File: config.mk
export PLATFORM = sky130hd
export DESIGN_NAME = pc_ir_sequencer_flat
export DESIGN_NICKNAME = d
export VERILOG_FILES = /design/src/rtl/mips_pkg.sv /design/src/rtl/pc_ir_sequencer_if.sv /design/src/rtl/pc_ir_sequencer_pc_next_sel.sv /design/src/rtl/pc_ir_sequencer.sv /design/src/flat_wrapper.sv
export SDC_FILE = /design/constraint.sdc
export NUM_CORES = 1
export LEC_CHECK = 0
export ABC_AREA = 1
export CORE_MARGIN = 2
export CORE_UTILIZATION = 46
export CTS_BUF_LIST = sky130_fd_sc_hd__clkbuf_4 sky130_fd_sc_hd__clkbuf_8
export CTS_CLUSTER_DIAMETER = 40
export DETAILED_ROUTE_END_ITERATION = 8
export HOLD_SLACK_MARGIN = 0.1
export PLACE_DENSITY = 0.82
export SYNTH_ARGS = -nofsm -noshare
export SYNTH_HDL_FRONTEND = slang
export SYNTH_SLANG_ARGS = --single-unit
File: constraint.sdc
create_clock -name clk -period 7.8 [get_ports clk]
set_input_delay 1.95 -clock clk [delete_from_list [all_inputs] [get_ports clk]]
set_output_delay 1.95 -clock clk [all_outputs]
set_load 0.01 [all_outputs]
File: src/rtl/mips_pkg.sv
// Shared multicycle-MIPS definitions: opcodes, next-PC select encodings and reset PC.
package mips_pkg;

   localparam int unsigned XLEN = 32;
   localparam int unsigned OP_W = 6;

   localparam logic [OP_W-1:0] OP_RTYPE = 6'b000000;
   localparam logic [OP_W-1:0] OP_J     = 6'b000010;
   localparam logic [OP_W-1:0] OP_JAL   = 6'b000011;
   localparam logic [OP_W-1:0] OP_BEQ   = 6'b000100;
   localparam logic [OP_W-1:0] OP_BNE   = 6'b000101;
   // jr is an R-type instruction; FUNCT_JR distinguishes it inside the controller
   localparam logic [OP_W-1:0] OP_JR    = 6'b000000;
   localparam logic [OP_W-1:0] FUNCT_JR = 6'b001000;
   localparam logic [OP_W-1:0] OP_ADDI  = 6'b001000;
   localparam logic [OP_W-1:0] OP_ANDI  = 6'b001100;
   localparam logic [OP_W-1:0] OP_LW    = 6'b100011;
   localparam logic [OP_W-1:0] OP_SW    = 6'b101011;

   typedef enum logic [1:0] {
      PCSRC_ALU = 2'b00,
      PCSRC_BRJ = 2'b01,
      PCSRC_REG = 2'b10,
      PCSRC_RSV = 2'b11
   } pcsrc_e;

   localparam logic [XLEN-1:0] RESET_PC_DEFAULT = 32'h0000_0000;

   function automatic logic is_jump(input logic [OP_W-1:0] op);
      return (op == OP_J) || (op == OP_JAL);
   endfunction

endpackage

File: src/rtl/pc_ir_sequencer_if.sv
// Controller/memory-facing signal bundle of the PC/IR register stage.
interface pc_ir_sequencer_if #(
   parameter int unsigned COUNT_W = 32
);
   logic                 pc_write;
   logic                 pc_write_condition_beq;
   logic                 pc_write_condition_bne;
   logic                 zero;
   mips_pkg::pcsrc_e     pcsrc;
   logic                 IorD;
   logic                 IR_write;
   logic [31:0]          alu_result;
   logic [31:0]          reg_a;
   logic [31:0]          mem_rdata;

   logic [31:0]          pc;
   logic [31:0]          mem_addr;
   logic [31:0]          ir;
   logic [5:0]           opcode;
   logic [31:0]          mdr;
   logic [31:0]          alu_out;
   logic [COUNT_W-1:0]   fetch_count;
   logic [COUNT_W-1:0]   cycle_count;
   logic                 misalign_err;

   modport master (
      output pc_write, pc_write_condition_beq, pc_write_condition_bne, zero,
             pcsrc, IorD, IR_write, alu_result, reg_a, mem_rdata,
      input  pc, mem_addr, ir, opcode, mdr, alu_out, fetch_count, cycle_count,
             misalign_err
   );

   modport slave (
      input  pc_write, pc_write_condition_beq, pc_write_condition_bne, zero,
             pcsrc, IorD, IR_write, alu_result, reg_a, mem_rdata,
      output pc, mem_addr, ir, opcode, mdr, alu_out, fetch_count, cycle_count,
             misalign_err
   );
endinterface

File: src/rtl/pc_ir_sequencer_pc_next_sel.sv
// Next-PC target mux, PC load enable and misaligned-target detection.
module pc_next_sel
   import mips_pkg::*;
(
   input  logic [3:0]  pc_hi,
   input  logic [31:0] ir,
   input  logic [31:0] alu_result,
   input  logic [31:0] alu_out,
   input  logic [31:0] reg_a,
   input  pcsrc_e      pcsrc,
   input  logic        pc_write,
   input  logic        beq,
   input  logic        bne,
   input  logic        zero,
   output logic        load_c,
   output logic [31:0] target_c,
   output logic        misalign_c
);

   logic [31:0] raw;
   logic        pc_en;

   // Jump targets are built from the pre-edge ir and pc, never the incoming word
   always_comb begin
      raw = alu_result;
      case (pcsrc)
         PCSRC_ALU: raw = alu_result;
         PCSRC_BRJ: raw = is_jump(ir[31:26]) ? {pc_hi, ir[25:0], 2'b00} : alu_out;
         PCSRC_REG: raw = reg_a;
         default:   raw = alu_result;
      endcase
   end

   assign pc_en      = pc_write | (beq & zero) | (bne & ~zero);
   assign load_c     = pc_en & (pcsrc != PCSRC_RSV);
   assign target_c   = {raw[31:2], 2'b00};
   assign misalign_c = load_c & (raw[1:0] != 2'b00);

endmodule

File: src/rtl/pc_ir_sequencer.sv
// Multicycle datapath register stage: PC, IR, MDR, ALUOut plus bring-up debug counters.
module pc_ir_sequencer
   import mips_pkg::*;
#(
   parameter logic [31:0] RESET_PC = RESET_PC_DEFAULT,
   parameter int unsigned COUNT_W  = 32
) (
   input  logic              clk,
   input  logic              reset,
   pc_ir_sequencer_if.slave  bus
);

   logic [31:0]        pc_q;
   logic [31:0]        ir_q;
   logic [31:0]        mdr_q;
   logic [31:0]        alu_out_q;
   logic [COUNT_W-1:0] fetch_q;
   logic [COUNT_W-1:0] cycle_q;
   logic               misalign_q;

   logic               load_c;
   logic [31:0]        target_c;
   logic               misalign_c;

   pc_next_sel u_pc_next_sel (
      .pc_hi      (pc_q[31:28]),
      .ir         (ir_q),
      .alu_result (bus.alu_result),
      .alu_out    (alu_out_q),
      .reg_a      (bus.reg_a),
      .pcsrc      (bus.pcsrc),
      .pc_write   (bus.pc_write),
      .beq        (bus.pc_write_condition_beq),
      .bne        (bus.pc_write_condition_bne),
      .zero       (bus.zero),
      .load_c     (load_c),
      .target_c   (target_c),
      .misalign_c (misalign_c)
   );

   // MDR and ALUOut capture every cycle; PC/IR only on their strobes
   always_ff @(posedge clk or posedge reset) begin
      if (reset) begin
         pc_q       <= RESET_PC;
         ir_q       <= '0;
         mdr_q      <= '0;
         alu_out_q  <= '0;
         fetch_q    <= '0;
         cycle_q    <= '0;
         misalign_q <= 1'b0;
      end else begin
         mdr_q     <= bus.mem_rdata;
         alu_out_q <= bus.alu_result;
         cycle_q   <= cycle_q + COUNT_W'(1);
         if (load_c) pc_q <= target_c;
         if (misalign_c) misalign_q <= 1'b1;
         if (bus.IR_write) begin
            ir_q    <= bus.mem_rdata;
            fetch_q <= fetch_q + COUNT_W'(1);
         end
      end
   end

   assign bus.pc           = pc_q;
   assign bus.ir           = ir_q;
   assign bus.mdr          = mdr_q;
   assign bus.alu_out      = alu_out_q;
   assign bus.fetch_count  = fetch_q;
   assign bus.cycle_count  = cycle_q;
   assign bus.misalign_err = misalign_q;
   assign bus.mem_addr     = bus.IorD ? alu_out_q : pc_q;
   assign bus.opcode       = ir_q[31:26];

endmodule

File: src/flat_wrapper.sv
// flat-port wrapper written by rule: the top's interface ports become plain ports
module pc_ir_sequencer_flat import mips_pkg::*;
#(
   parameter logic [31:0] RESET_PC = RESET_PC_DEFAULT,
   parameter int unsigned COUNT_W  = 32
)
  (clk, reset, bus_pc_write, bus_pc_write_condition_beq, bus_pc_write_condition_bne, bus_zero, bus_pcsrc, bus_IorD, bus_IR_write, bus_alu_result, bus_reg_a, bus_mem_rdata, bus_pc, bus_mem_addr, bus_ir, bus_opcode, bus_mdr, bus_alu_out, bus_fetch_count, bus_cycle_count, bus_misalign_err);
  pc_ir_sequencer_if #(.COUNT_W(COUNT_W)) bus_i ();
  input  logic clk;
  input  logic reset;
  input wire logic [$bits(bus_i.pc_write)-1:0] bus_pc_write;
  input wire logic [$bits(bus_i.pc_write_condition_beq)-1:0] bus_pc_write_condition_beq;
  input wire logic [$bits(bus_i.pc_write_condition_bne)-1:0] bus_pc_write_condition_bne;
  input wire logic [$bits(bus_i.zero)-1:0] bus_zero;
  input wire logic [$bits(bus_i.pcsrc)-1:0] bus_pcsrc;
  input wire logic [$bits(bus_i.IorD)-1:0] bus_IorD;
  input wire logic [$bits(bus_i.IR_write)-1:0] bus_IR_write;
  input wire logic [$bits(bus_i.alu_result)-1:0] bus_alu_result;
  input wire logic [$bits(bus_i.reg_a)-1:0] bus_reg_a;
  input wire logic [$bits(bus_i.mem_rdata)-1:0] bus_mem_rdata;
  output wire logic [$bits(bus_i.pc)-1:0] bus_pc;
  output wire logic [$bits(bus_i.mem_addr)-1:0] bus_mem_addr;
  output wire logic [$bits(bus_i.ir)-1:0] bus_ir;
  output wire logic [$bits(bus_i.opcode)-1:0] bus_opcode;
  output wire logic [$bits(bus_i.mdr)-1:0] bus_mdr;
  output wire logic [$bits(bus_i.alu_out)-1:0] bus_alu_out;
  output wire logic [$bits(bus_i.fetch_count)-1:0] bus_fetch_count;
  output wire logic [$bits(bus_i.cycle_count)-1:0] bus_cycle_count;
  output wire logic [$bits(bus_i.misalign_err)-1:0] bus_misalign_err;
  assign bus_i.pc_write = bus_pc_write;
  assign bus_i.pc_write_condition_beq = bus_pc_write_condition_beq;
  assign bus_i.pc_write_condition_bne = bus_pc_write_condition_bne;
  assign bus_i.zero = bus_zero;
  assign bus_i.pcsrc = bus_pcsrc;
  assign bus_i.IorD = bus_IorD;
  assign bus_i.IR_write = bus_IR_write;
  assign bus_i.alu_result = bus_alu_result;
  assign bus_i.reg_a = bus_reg_a;
  assign bus_i.mem_rdata = bus_mem_rdata;
  assign bus_pc = bus_i.pc;
  assign bus_mem_addr = bus_i.mem_addr;
  assign bus_ir = bus_i.ir;
  assign bus_opcode = bus_i.opcode;
  assign bus_mdr = bus_i.mdr;
  assign bus_alu_out = bus_i.alu_out;
  assign bus_fetch_count = bus_i.fetch_count;
  assign bus_cycle_count = bus_i.cycle_count;
  assign bus_misalign_err = bus_i.misalign_err;
  pc_ir_sequencer #(.RESET_PC(RESET_PC), .COUNT_W(COUNT_W)) u_core (.clk(clk), .reset(reset), .bus(bus_i));
endmodule
==> results of run 1 <==
## synth_stat cells
library cell	count
and2_1	1
buf_6	1
buf_1	3
nand3b_1	10
nor3b_1	1
inv_1	116
o21ai_0	35
ha_1	5
nor2_1	99
nand4_1	44
buf_4	10
nor3_2	1
or2_2	27
nor3_1	7
nor3_4	2
nand4_4	1
xnor2_1	11
dfrtp_1	191
a31oi_1	3
nand2_2	4
mux2_2	3
and3_1	2
inv_4	1
nand3_2	7
nor2_4	8
nor2_2	9
nand3_4	1
nand2_1	319
clkbuf_1	19
conb_1	1
clkinv_1	1
xor2_1	28
inv_2	3
a21oi_1	54
buf_2	16
o21bai_1	1
o21ai_1	4
nand3_1	62
## critical path: cells and delay by family
family,cells,cell delay [ns]
buffers and inverters,2,1.25
multiplexers,1,0.43
## worst max path at each step
stage,end,slack [ns],cells past startpoint
finish,bus_mem_addr[30],2.22,3
global route,bus_mem_addr[9],2.07,4
CTS,bus_mem_addr[30],2.23,3
detailed placement,bus_mem_addr[30],2.22,3
global placement,bus_mem_addr[31],2.28,3
floorplan,u_core.bus.alu_out[0],0.65,1
## routing by layer
metal	vias up	GRT usage (%)	routed length, µm	share of wire [%]
met3	55	6.43	2340	7.5
li1	4123	-	-	-
met4	0	10.1	927	3.0
met2	400	48.1	14900	48
met5	-	0	0	0
met1	4165	39.2	13100	42
## layout make-up
cell class / instances / share of cell area, %
Multi-Input combinational cell: 751 / 28.4
Clock buffer: 18 / 1.89
Tap cell: 265 / 2.53
Clock inverter: 14 / 1.29
Inverter: 121 / 3.55
Timing Repair Buffer: 340 / 25.8
Sequential cell: 191 / 36.5
## cells by family (layout without fill, tap and decap cells)
family | count (synthesis) | after routing
mux | 3 | 3
xor+xnor | 39 | 39
compound gates | 97 | 97
fa+ha+maj | 5 | 5
other cells | 1 | 2
buf+inv | 170 | 493
flops | 191 | 191
simple gates | 605 | 605
## metrics by stage
stage	hold slack [ns]	worst slack (ns)	utilization (%)
3_5_place_dp	0.451	2.22	64.9
3_3_place_gp	0.446	2.28	64.9
4_1_cts	0.475	2.23	67.0
5_1_grt	0.536	2.07	67.0
2_1_floorplan	0.500	0.651	-
6_report	0.479	2.22	67.0
## flip-flops by register name, indices dropped and copies added (netlist names)
register	flops
u_core.bus.ir	32
u_core.bus.misalign_err	1
u_core.bus.mdr	32
u_core.bus.cycle_count	32
u_core.bus.alu_out	32
u_core.bus.fetch_count	32
u_core.bus.pc	30
## power groups by stage
stage               clock (µW)  combinational, µW  sequential (µW)
floorplan                    0                221             1180
global placement             0                565             1160
detailed placement           0                575             1160
CTS                        710                579             1140
global route               754                624             1160
finish                     700                577             1150
==> out/metrics.cfg, run 1 <==
[power_and_ir_drop]
p_leak_uw = 0.00595
clkPwrFrac_pct = 28.9
seqPwrFrac_pct = 47.3
intPower_uw = 1660
p_comb_share_pct = 23.8
p_sw_share_pct = 31.6
ir_drop_mv = 0.124
p_sw_uw = 765
total_power_uw = 2420
p_per_area_mw_per_mm2 = 185

[finish]
fin_cells = 1700
finalInstanceArea_mm2 = 0.0131
nFillCells = 1585
area_delta_synth_final_pct = 42.3
diodes = 0
nNetsFinal = 1533
seqCellArea_mm2 = 0.00478
drive_gt1_share_pct = 7.53
multi_input_comb_area_mm2 = 0.00372
layout_commonest_cell = clkdlybuf4s50_1
mostFrequentLayoutCells = clkdlybuf4s50_1 (332), nand2_1 (319), dfrtp_1 (191)

[floorplanning]
initial_utilization_pct = 47.1
die_h_um = 145
core_area_mm2 = 0.0195
dieWidth_um = 145
num_rows = 51
die_area_mm2 = 0.0211
io_pins = 337

[clocking]
cts_root_buf = clkbuf_8
clockBufferDepth = 2
cts_setup_buffers = 0
post_cts_resized = 0
path_clk_slew_ns = 0.10
hold_buffers = 0
cts_htree_levels = 4
clock-sinks = 191
cts_buffers = 17
tritoncts = done
clkLatencyLatePin_ns = 0.47

[route]
wl_per_cell_um = 18.4
drtIter0Drc = 741
wirelength_mm = 31.3
drtAntennaViolNets = 0
vias_per_cell = 5.14
via_count = 8743
route.detailed.drc = 0
first_pass_iters = 5

[run_status]
status = complete, no violations

[critical_path]
crit_path_cell_trace = buf_2 > mux2_2 > clkdlybuf4s50_1
crit_required_ns = 5.85
arrival_ns = 3.63
critical_path_class = in2out
rr_endpoint = u_core.bus.pc[29]
r2r_slack_ns = 5.13
cp-start-kind = input pin
endpoint_kind = output port
critical_path.max_fanout = 59
reg2reg_depth = 7
critPathLaunch = bus_IorD
critPathMaxStageDelay_ns = 0.77
r2r_start = u_core.bus.ir[29]
slowest_stage = buf_2

[timing]
finalSetupViolations = 0
worstMarginPinSlew_ns = 1.07
fmax_ghz = 0.179
finClkSkew_ns = 0.0155
timing_hold_violations_final = 0
slew_violations = 0
finalCriticalPeriod_ns = 5.58
setup_tns_ns = 0
period_share_pct = 71.6
rsz0062_at_grt = no
slew_headroom_pct = 28.4

[synthesis]
synth_cells = 1111
synth_mux_area_share_pct = 0.367
synth-simple-area-share_pct = 30.2
syn_avg_cell_area_um2 = 8.28
synthAdderAreaFrac_pct = 0.680
yosys-top-cells-area = dfrtp_1 (52%), nand2_1 (13%), inv_1 (4.7%), nor2_1 (4.0%), nand3_1 (3.4%)
yosysSeqAreaShare_pct = 51.9
synth_top_family_by_area = simple AND/OR/NAND/NOR gates
synth_compound_area_share_pct = 5.34
synth_top_area_cell = dfrtp_1
synth_warnings = 0
ys_types = 38
ys_seq_elements = 191
synthXorXnorAreaFrac_pct = 3.71
yosysTopAreaCellShare_pct = 51.9
syn_area_mm2 = 0.00920

[placed_design]
dp_hpwl_mm = 23.2
detailed_place.area_mm2 = 0.0127
routabilityCongestion = 0.900
dp.cells = 1668
io_buffers = 334

[min_path]
hp-start = u_core.bus.misalign_err
holdPathStages = 2
min_to = u_core.bus.misalign_err
min_path_type = reg2reg

[grt]
grtUsageTotal_pct = 29.4
grt_pass1_vias = 8577
grt_overflow = 0
grt_pass1_wl_mm = 48.7
antenna_found_initial = 0
grt_max_degree = 130

[job]
cap_violations = 0

Power figures use the tool's default switching activity.
==> run 2: changes to the inputs <==
--- a/config.mk
+++ b/config.mk
@@ -7,12 +7,12 @@
 export LEC_CHECK = 0
 export ABC_AREA = 1
 export CORE_MARGIN = 2
-export CORE_UTILIZATION = 46
+export CORE_UTILIZATION = 42
 export CTS_BUF_LIST = sky130_fd_sc_hd__clkbuf_4 sky130_fd_sc_hd__clkbuf_8
 export CTS_CLUSTER_DIAMETER = 40
 export DETAILED_ROUTE_END_ITERATION = 8
 export HOLD_SLACK_MARGIN = 0.1
-export PLACE_DENSITY = 0.82
+export PLACE_DENSITY = 0.79
 export SYNTH_ARGS = -nofsm -noshare
 export SYNTH_HDL_FRONTEND = slang
 export SYNTH_SLANG_ARGS = --single-unit
==> constraint.sdc (replaced) <==
create_clock -name clk -period 5.1 [get_ports clk]
set_input_delay 1.275 -clock clk [delete_from_list [all_inputs] [get_ports clk]]
set_output_delay 1.275 -clock clk [all_outputs]
set_load 0.01 [all_outputs]
==> run 2 against run 1 <==
Against the previous run:
- die area grew 9.3%
- sequential share of layout area decreased by 0.11 points
- non-clock buffer count up 6
- clock skew grew 0.0075 ns
- register-to-register slack got worse by 2.7 ns
- design area is 0.31% higher
- sequential power up 52%
- sequential cell count did not move
==> out/metrics.cfg, run 2 (same netlist as run 1, synthesis figures left out) <==
[floorplanning]
num_rows = 54
io_pins = 337
die_area_mm2 = 0.0231
initial_utilization_pct = 42.4
dieWidth_um = 152
core_area_mm2 = 0.0217
die_h_um = 152

[clocking]
clockBufferDepth = 2
post_cts_resized = 0
clkLatencyLatePin_ns = 0.46
cts_setup_buffers = 0
cts_htree_levels = 4
clock-sinks = 191
cts_root_buf = clkbuf_8
hold_buffers = 0
tritoncts = done
cts_buffers = 17
path_clk_slew_ns = 0.11

[timing]
finClkSkew_ns = 0.0229
finalCriticalPeriod_ns = 4.12
slew_headroom_pct = 37.4
rsz0062_at_grt = no
timing_hold_violations_final = 0
fmax_ghz = 0.243
worstMarginPinSlew_ns = 0.933
slew_violations = 0
period_share_pct = 80.7
setup_tns_ns = 0
finalSetupViolations = 0

[min_path]
holdPathStages = 2
min_path_type = reg2reg

[route]
via_count = 8651
drtIter0Drc = 590
wirelength_mm = 30.3
first_pass_iters = 5
drtAntennaViolNets = 0
wl_per_cell_um = 17.6
route.detailed.drc = 0
vias_per_cell = 5.03

[placed_design]
routabilityCongestion = 0.925
dp_hpwl_mm = 23.1
io_buffers = 334

[finish]
layout_commonest_cell = clkdlybuf4s50_1
nFillCells = 1903
utilization_pct = 60.5
nNetsFinal = 1539
mostFrequentLayoutCells = clkdlybuf4s50_1 (332), nand2_1 (319), dfrtp_1 (191)
area_delta_synth_final_pct = 42.7
drive_gt1_share_pct = 7.85

[critical_path]
reg2reg_depth = 7
endpoint_kind = output port
crit_required_ns = 3.83
slowest_stage = clkdlybuf4s50_1
arrival_ns = 2.84
crit_path_cell_trace = buf_2 > buf_4 > nor2_1 > a21oi_1 > clkdlybuf4s50_1
critical_path_class = in2out
cp-start-kind = input pin
critPathMaxStageDelay_ns = 0.61
critical_path.max_fanout = 26

[power_and_ir_drop]
p_leak_uw = 0.00596
p_sw_share_pct = 31.0
intPower_uw = 2490
clkPwrFrac_pct = 27.1
ir_drop_mv = 0.167
seqPwrFrac_pct = 48.4
p_sw_uw = 1120
p_comb_share_pct = 24.5
p_per_area_mw_per_mm2 = 275

[grt]
grt_max_degree = 64
grt_pass1_wl_mm = 48.3
grtUsageTotal_pct = 26.4
grt_overflow = 0
grt_pass1_vias = 8609
antenna_found_initial = 1

[job]
cap_violations = 0

[run_status]
status = complete, no violations

[run 2: changes by cell type in the layout (fill, tap and decap cells not counted)]
cell        before  now
buf_4            6   10
bufinv_16        2    1
inv_6            4    2
clkbuf_8        18   17
clkinvlp_4       0    2
inv_8            4    1
clkbuf_4         0    4
diode_2          0    1
buf_12           0    2
[run 2: final timing paths]
kind,startpoint,end,slack (ns)
max,bus_IorD,bus_mem_addr[14],0.98
min,u_core.bus.misalign_err,u_core.bus.misalign_err,0.52
max reg2reg,u_core.bus.ir[29],u_core.bus.pc[30],2.42
min reg2reg,u_core.bus.misalign_err,u_core.bus.misalign_err,0.52
max in group asynchronous,reset,u_core.bus.pc[25],2.94
min in group asynchronous,reset,u_core.bus.mdr[14],1.34
[run 2: power by group through the flow]
stage | Combinational, µW | Clock [µW] | Sequential (µW)
5_1_grt | 963 | 1060 | 1760
3_5_place_dp | 886 | 0 | 1770
4_1_cts | 890 | 995 | 1740
6_report | 883 | 976 | 1750
2_1_floorplan | 339 | 0 | 1800
3_3_place_gp | 874 | 0 | 1770
[run 2: metrics by stage]
step,power [µW],instance area (µm²),cells,setup WS [ns],hold slack [ns]
after floorplan,2140,9210,1112,1.36,0.500
after global placement,2640,12800,1689,1.01,0.447
after detailed placement,2660,12800,1689,0.981,0.482
after CTS,3630,13100,1720,0.984,0.512
after global routing,3780,13100,1721,0.873,0.529
final,3610,13100,1721,0.984,0.516
[run 2: routing by layer]
layer	share of wire, %	track usage [%]	vias up	routed length, µm
li1	-	-	4132	-
met1	43	36.2	4120	13200
met2	46	40.8	332	14100
met3	6.5	5.85	67	1970
met5	0	0	-	0
met4	3.6	10.8	0	1100
[run 2: critical path: cells and delay by family]
kind                   cells  cell delay (ns)
buffers and inverters      3             1.37
AO/OA/AOI/OAI              1             0.11
AND/OR/NAND/NOR            1             0.08
[run 2: final cells by class]
cell class / instances / area, µm² / area share, %
timing repair buffer: 346 / 3450 / 26.3
antenna: 1 / 2.50 / 0.0191
tap: 280 / 350 / 2.67
sequential: 191 / 4780 / 36.4
inverter: 121 / 460 / 3.51
clock buffer: 21 / 264 / 2.01
clock inverter: 10 / 106 / 0.810
multi-input combinational: 751 / 3720 / 28.3
==> run 3: changes to the inputs <==
==> constraint.sdc (replaced) <==
create_clock -name clk -period 3.77 [get_ports clk]
set_input_delay 0.9425 -clock clk [delete_from_list [all_inputs] [get_ports clk]]
set_output_delay 0.9425 -clock clk [all_outputs]
set_load 0.01 [all_outputs]
==> run 3 against run 2 <==
Against the previous run:
- global-route usage barely moved
- largest cell class unchanged
- critical path type unchanged
- first-iteration DRC count rose by 2.7%
- clock power up 51%
- wire length rose by 1.6%
- largest power group unchanged
==> out/metrics.cfg, run 3 (same netlist as run 1, synthesis figures left out) <==
[run_status]
status = complete, no violations

[critical_path]
reg2reg_depth = 6
arrival_ns = 2.15
crit_path_cell_trace = buf_2 > buf_12 > mux2_2 > clkdlybuf4s50_1
rr_endpoint = u_core.bus.pc[30]
crit_buf_inv = 3
r2r_start = u_core.bus.ir[31]
crit_family = buffers and inverters
crit_required_ns = 2.83
critical_path.max_fanout = 59
slowest_stage = clkdlybuf4s50_1
cp-start-kind = input pin
critPathMaxStageDelay_ns = 0.47
endpoint_kind = output port
critical_path_class = in2out
crit_cells = 4
r2r_slack_ns = 1.20

[timing]
worstMarginPinSlew_ns = 0.830
finalCriticalPeriod_ns = 3.09
period_share_pct = 81.9
setup_tns_ns = 0
slew_violations = 0
rsz0062_at_grt = no
finalSetupViolations = 0
finalWorstSetupSlack_ns = 0.682
fmax_ghz = 0.324
timing_hold_violations_final = 0
slew_headroom_pct = 44.7
finClkSkew_ns = 0.0214

[power_and_ir_drop]
clkPwrFrac_pct = 29.2
p_comb_share_pct = 23.9
ir_drop_mv = 0.297
seqPwrFrac_pct = 46.8
p_leak_uw = 0.00600
intPower_uw = 3390
p_sw_uw = 1650
p_sw_share_pct = 32.7
p_per_area_mw_per_mm2 = 381

[route]
wl_per_cell_um = 17.9
wirelength_mm = 30.8
drtAntennaViolNets = 0
first_pass_iters = 5
vias_per_cell = 5.08
via_count = 8751
route.detailed.drc = 0
drtIter0Drc = 606

[floorplanning]
die_h_um = 152
core_area_mm2 = 0.0217
dieWidth_um = 152
initial_utilization_pct = 42.4
io_pins = 337
num_rows = 54
die_area_mm2 = 0.0231

[clocking]
clkLatencyLatePin_ns = 0.48
tritoncts = done
post_cts_resized = 0
cts_setup_buffers = 0
cts_htree_levels = 4
clock-sinks = 191
clockBufferDepth = 2
cts_root_buf = clkbuf_8
cts_buffers = 17
path_clk_slew_ns = 0.11
hold_buffers = 0

[finish]
nFillCells = 1868
finalInstanceArea_mm2 = 0.0132
drive_gt1_share_pct = 8.04
area_delta_synth_final_pct = 43.8
diodes = 0
nNetsFinal = 1541
mostFrequentLayoutCells = clkdlybuf4s50_1 (332), nand2_1 (319), dfrtp_1 (191)
layout_commonest_cell = clkdlybuf4s50_1
utilization_pct = 61.0
seqCellArea_mm2 = 0.00478
multi_input_comb_area_mm2 = 0.00372

[placed_design]
routabilityCongestion = 0.929
dp_hpwl_mm = 23.1
detailed_place.area_mm2 = 0.0128
io_buffers = 334
pre_cts_slack_ns = 0.686

[grt]
grt_max_degree = 78
grt_overflow = 0
grt_pass1_vias = 8526
grt_pass1_wl_mm = 48.1
grtUsageTotal_pct = 26.4
antenna_found_initial = 0

[min_path]
min_to = u_core.bus.misalign_err
hp-start = u_core.bus.misalign_err
holdPathStages = 2
min_path_type = reg2reg

[job]
cap_violations = 0

run 3: per-layer routing:
metal | vias up | part of all wire [%] | global-route usage, %
met2 | 352 | 47 | 42.5
met1 | 4209 | 43 | 35.8
met4 | 0 | 2.7 | 8.41
met3 | 48 | 6.7 | 5.99
met5 | - | 0 | 0
li1 | 4142 | - | -
run 3: per-stage QoR:
stage               total power (µW)  cells  hold slack, ns
floorplan                       2900   1112           0.500
global placement                3580   1691           0.445
detailed placement              3610   1691           0.463
CTS                             5080   1723           0.490
global route                    5280   1723           0.507
finish                          5040   1723           0.493
run 3: area by class of cell:
type                    instances  share of cell area (%)
flip-flops and latches        191                    36.1
clock inverters                15                    1.58
repair buffers                348                    26.3
clock buffers                  17                    1.77
well taps                     280                    2.65
inverters                     121                    3.48
multi-input cells             751                    28.1
run 3: worst max path at each step:
stage,startpoint,to,slack [ns]
3_3_place_gp,bus_IorD,bus_mem_addr[31],0.70
5_1_grt,bus_IorD,bus_mem_addr[15],0.63
3_5_place_dp,bus_IorD,bus_mem_addr[30],0.69
4_1_cts,bus_IorD,bus_mem_addr[30],0.69
2_1_floorplan,reset,u_core.bus.alu_out[0],0.37
6_report,bus_IorD,bus_mem_addr[30],0.68
run 3: power groups by stage:
stage	Sequential, µW	Clock (µW)	Combinational [µW]
detailed placement	2400	0	1210
CTS	2360	1510	1210
floorplan	2440	0	459
finish	2360	1470	1210
global route	2380	1590	1310
global placement	2390	0	1190
run 3: worst min-delay path, stage by stage (launching register included):
cell and delay (ns):
dfrtp_1 0.37, inv_1 0.05, nand2_1 0.06
